==> config.mk <==
export PLATFORM = sky130hd
export DESIGN_NAME = disp_scheduler
export DESIGN_NICKNAME = d
export VERILOG_FILES = /design/src/rtl/disp_scheduler.sv
export SDC_FILE = /design/constraint.sdc
export NUM_CORES = 1
export LEC_CHECK = 0
export CAP_MARGIN = 10
export CORE_ASPECT_RATIO = 0.5
export CORE_MARGIN = 2
export CORE_UTILIZATION = 45
export DETAILED_ROUTE_END_ITERATION = 16
export GPL_ROUTABILITY_DRIVEN = 0
export PLACE_DENSITY = 0.67
export SLEW_MARGIN = 15
export SYNTH_ARGS = -nofsm -noshare
export SYNTH_HDL_FRONTEND = slang
export SYNTH_SLANG_ARGS = --single-unit
==> constraint.sdc <==
create_clock -name clk -period 6.5 [get_ports clk]
set_input_delay 1.625 -clock clk [delete_from_list [all_inputs] [get_ports clk]]
set_output_delay 1.625 -clock clk [all_outputs]
set_load 0.01 [all_outputs]
==> src/rtl/disp_scheduler.sv <==
// Display scheduler: converts current samples to BCD and time-shares the display with held messages.
// Optional feature: define DISP_OVERRANGE_EN to show dashes instead of clamping over-range samples.
module disp_scheduler #(
    parameter int unsigned MSG_HOLD_CYCLES = 100000000,
    parameter int unsigned CLAMP_MAX       = 999
) (
    input  logic        clk,
    input  logic        rst_n,
    input  logic        cur_valid,
    input  logic [11:0] cur_data,
    input  logic        dir,
    output logic        cur_ready,
    input  logic        msg_valid,
    input  logic [15:0] msg_code,
    output logic        msg_ready,
    output logic [15:0] disp_digits,
    output logic        disp_update,
    output logic        busy
);

    localparam int unsigned HW = $clog2(MSG_HOLD_CYCLES + 1);
    localparam int unsigned BW = 12;
    localparam int unsigned SW = BW + 12;
    localparam int unsigned CW = 4;
    localparam logic [BW-1:0] CLAMP     = BW'(CLAMP_MAX);
    localparam logic [HW-1:0] HOLD_LOAD = HW'(MSG_HOLD_CYCLES);
    localparam logic [CW-1:0] LAST_BIT  = CW'(BW);

    typedef enum logic [1:0] {IDLE, CONVERT, SHOW_MSG} state_t;

    state_t        state, state_n;
    logic [SW-1:0] shreg, shreg_n;
    logic [CW-1:0] bit_cnt, bit_cnt_n;
    logic          dir_q, dir_n;
    logic [HW-1:0] hold, hold_n;
    logic [15:0]   msg_buf, msg_buf_n;
    logic          msg_pend, msg_pend_n;
    logic [15:0]   disp_n;
    logic          upd_n;
`ifdef DISP_OVERRANGE_EN
    logic          over_q, over_n;
`endif

    // One shift-add-3 iteration over the three BCD digits in the upper half
    function automatic logic [SW-1:0] bcd_step(input logic [SW-1:0] s);
        logic [SW-1:0] t;
        t = s;
        for (int i = 0; i < 3; i++) begin
            if (t[BW+4*i +: 4] >= 4'd5)
                t[BW+4*i +: 4] = t[BW+4*i +: 4] + 4'd3;
        end
        return {t[SW-2:0], 1'b0};
    endfunction

    always_comb begin
        state_n    = state;
        shreg_n    = shreg;
        bit_cnt_n  = bit_cnt;
        dir_n      = dir_q;
        hold_n     = hold;
        msg_buf_n  = msg_buf;
        msg_pend_n = msg_pend;
        disp_n     = disp_digits;
        upd_n      = 1'b0;
        cur_ready  = 1'b0;
        msg_ready  = 1'b0;
`ifdef DISP_OVERRANGE_EN
        over_n     = over_q;
`endif
        case (state)
            IDLE: begin
                msg_ready = 1'b1;
                cur_ready = !msg_valid;
                if (msg_valid) begin
                    msg_buf_n  = msg_code;
                    msg_pend_n = 1'b1;
                    state_n    = SHOW_MSG;
                end else if (cur_valid) begin
                    shreg_n   = {12'd0, (cur_data > CLAMP) ? CLAMP : cur_data};
                    dir_n     = dir;
                    bit_cnt_n = '0;
                    state_n   = CONVERT;
`ifdef DISP_OVERRANGE_EN
                    over_n    = (cur_data > CLAMP);
`endif
                end
            end
            CONVERT: begin
                if (bit_cnt == LAST_BIT) begin
`ifdef DISP_OVERRANGE_EN
                    disp_n = {dir_q ? 4'hA : 4'hB, over_q ? 12'hEEE : shreg[SW-1:BW]};
`else
                    disp_n = {dir_q ? 4'hA : 4'hB, shreg[SW-1:BW]};
`endif
                    upd_n   = 1'b1;
                    state_n = IDLE;
                end else begin
                    shreg_n   = bcd_step(shreg);
                    bit_cnt_n = bit_cnt + CW'(1);
                end
            end
            SHOW_MSG: begin
                msg_ready = 1'b1;
                // A pending message is shown one edge after its transfer; new offers never let the hold expire
                if (msg_pend) begin
                    disp_n     = msg_buf;
                    upd_n      = 1'b1;
                    hold_n     = HOLD_LOAD;
                    msg_pend_n = msg_valid;
                    if (msg_valid)
                        msg_buf_n = msg_code;
                end else if (msg_valid) begin
                    msg_buf_n  = msg_code;
                    msg_pend_n = 1'b1;
                end else begin
                    hold_n = hold - HW'(1);
                    if (hold == HW'(1))
                        state_n = IDLE;
                end
            end
            default: state_n = IDLE;
        endcase
    end

    always_ff @(posedge clk or negedge rst_n) begin
        if (!rst_n) begin
            state       <= IDLE;
            shreg       <= '0;
            bit_cnt     <= '0;
            dir_q       <= 1'b0;
            hold        <= '0;
            msg_buf     <= '0;
            msg_pend    <= 1'b0;
            disp_digits <= 16'hFFFF;
            disp_update <= 1'b0;
            busy        <= 1'b0;
`ifdef DISP_OVERRANGE_EN
            over_q      <= 1'b0;
`endif
        end else begin
            state       <= state_n;
            shreg       <= shreg_n;
            bit_cnt     <= bit_cnt_n;
            dir_q       <= dir_n;
            hold        <= hold_n;
            msg_buf     <= msg_buf_n;
            msg_pend    <= msg_pend_n;
            disp_digits <= disp_n;
            disp_update <= upd_n;
            busy        <= (state_n != IDLE);
`ifdef DISP_OVERRANGE_EN
            over_q      <= over_n;
`endif
        end
    end

endmodule

==> results.toml <==
[run_status]
status = "finished clean"

[drt]
first_pass_iters = 4
detail_route.drc_violations = 0
drtAntennaViolNets = 0
vias_per_cell = 5.22
totalWireLength_mm = 8.66
wl_per_cell_um = 13.9
route.vias.total = 3239
drtIter0Drc = 166

[power]
powerDensity_nw_per_um2 = 415
cellLeakagePower_nw = 2.16
vdd_ir_drop_max_uv = 169

[setup_path]
critical_path_required_ps = 4880
reg2regPathDepth = 7
start_kind = "input port"
worstSetupStartpoint = "msg_valid"
arrival_ps = 3180
crit_fanout = 10
r2r_end = "shreg[4]"
crit_end = "cur_ready"
crit_path_end_kind = "output port"
rr_startpoint = "state[1]"
worstSetupPathType = "input port to output port"
rrSetupSlack_ps = 4030

[layout]
n_antenna_cell = 0
seqCellArea_um2 = 2350
drive_gt1_share_pct = 12.1
nFillCells = 844
fin_area_um2 = 5400
nNetsFinal = 528
layout.cells.non_filler = 621
multiInputGateArea_um2 = 1930
syn_to_final_growth_pct = 21.4

[cts]
ctsResizeCount = 0
numCtsBuffers = 9
root_buffer = "clkbuf_16"
cts_tree = "yes"
cts.sink_count = 93
cts_setup_buffers = 0
clock_path_buffers = 2
hold_buffers = 0
htree_levels = 3
path_clk_slew_ps = 60
clk_latency_ps = 340

[sta]
setup_tns_ps = 0
fin_crit_sh_pct = 73.9
finalHoldViolations = 0
fmax_mhz = 208
slew_headroom_pct = 41.9
period_minus_slack_ps = 4800
clock_skew_ps = 7.43
tightest_slew_ps = 865
setup_viol = 0
slew_viol_final = 0
rsz0062_at_grt = "false"

[yosys]
synth_area_leaders = "dfrtp_1 (43%), dfstp_2 (9.4%), mux2_2 (4.3%)"
synth_flop_cell = "dfrtp_1"
yosysSeqAreaShare_pct = 52.7
synth_cells = 434
netlist_area_um2 = 4450
synth_common_cells = "dfrtp_1 (77), nor2_1 (40), a21oi_1 (38), inv_1 (28), nand2_1 (28)"
synth_most_common_cell = "dfrtp_1"
yosysWarningCount = 0
synth_nets = 481
synth_top_area_cell = "dfrtp_1"
ys_seq_elements = 93
synth_top_area_share_pct = 43.3
yosysUniqueCellTypes = 44
synth_edf_count = 0
syn_avg_cell_area_um2 = 10.3
synthArstFlopShare_pct = 100

[die]
core_um2 = 9540
dieArea_um2 = 10700
initial_core_util_pct = 46.6
ioPinCount = 53
fp.dieW_um = 145
core.rowCount = 25
die_h_um = 74.3

[hold_path]
hold_path_class = "flop to flop"
min_from = "shreg[0]"

[global_route]
grt_pass1_vias = 3191
antenna_found_initial = 0
grt_pass1_wl_mm = 14.9
grt_max_degree = 59
grt_use_total_pct = 17.8
grt-ovfl-total = 0

[placement]
placed_area_um2 = 5100
dpl.cell_count = 605
hpwl_mm = 5.84
io_buffers = 52

[run]
maxCapViolations = 0
per-layer routing:
layer / share of wire (%) / GRT usage, % / vias up
li1: - / - / 1625
met1: 48 / 22.9 / 1564
met2: 48 / 30.2 / 42
met3: 3.4 / 4.96 / 8
met4: 0.82 / 4.85 / 0
met5: 0 / 0 / -
worst max-delay path: stages:
cell and delay [ps]:
clkdlybuf4s50_1 570, nor2b_1 370, clkdlybuf4s50_1 610
cell type report:
type,instances,area share [%]
sequential,93,43.5
multi-input combinational,293,35.7
timing repair buffer,56,10.1
clock buffer,11,4.49
tap,135,3.13
inverter,28,1.95
clock inverter,5,1.09
cells in the final DEF (no fill, tap or decap), types with 2 or more instances in the layout:
master and count:
o21ai_0 19, a222oi_1 2, mux2_2 17, nand4_1 5, or2_2 2, xnor2_1 20, or4_1 4, clkinvlp_4 2
nor3_1 14, nand2b_1 9, nor4_1 10, nand3_1 5, or3_1 9, a21oi_1 37, nor2_1 40, nand2_1 28
a31oi_1 2, dfstp_2 16, clkdlybuf4s50_1 51, inv_1 28, buf_4 5, clkbuf_16 9, ha_1 14, o31ai_1 5
dfrtp_1 77, a22o_1 4, o22ai_1 11, a211oi_2 2, mux2i_1 13, a32o_1 3, xor2_1 3
registers in the layout, summed over array words and instances, names as in the netlist:
name         count
bit_cnt          4
busy             1
dir_q            1
disp_digits     16
disp_update      1
hold            27
msg_buf         16
msg_pend         1
shreg           24
state            2
cells by family after synthesis:
family | Yosys count | synth area share (%)
flops | 93 | 52.7
simple gates | 131 | 14.3
buf+inv | 48 | 4.08
mux | 30 | 7.23
compound gates | 95 | 13.2
xor+xnor | 23 | 4.53
fa+ha+maj | 14 | 3.94
worst min path at each step:
stage | depth (start not counted) | end | slack, ps
5_1_grt | 2 | shreg[0] | 510
6_report | 2 | shreg[0] | 490
2_1_floorplan | 2 | shreg[0] | 450
3_3_place_gp | 2 | shreg[0] | 470
4_1_cts | 2 | shreg[0] | 490
3_5_place_dp | 2 | shreg[0] | 470
where the power goes:
group	switching (mW)	total, mW	internal, mW
logic	0.434	0.798	0.364
registers	0.120	0.920	0.800
clock network	0.218	0.527	0.309
total	0.771	2.24	1.47
per-stage QoR:
| step | worst slack [ps] | total power [mW] | utilization, % | hold WS (ps) |
|---|---|---|---|---|
| 2_1_floorplan | 2730 | 1.44 | - | 449 |
| 3_3_place_gp | 1740 | 1.72 | 53.5 | 471 |
| 3_5_place_dp | 1720 | 1.73 | 53.5 | 472 |
| 4_1_cts | 1710 | 2.27 | 56.6 | 487 |
| 5_1_grt | 1620 | 2.40 | 56.6 | 512 |
| 6_report | 1700 | 2.24 | 56.6 | 490 |
Note: power is estimated with default switching activity, not from simulation.
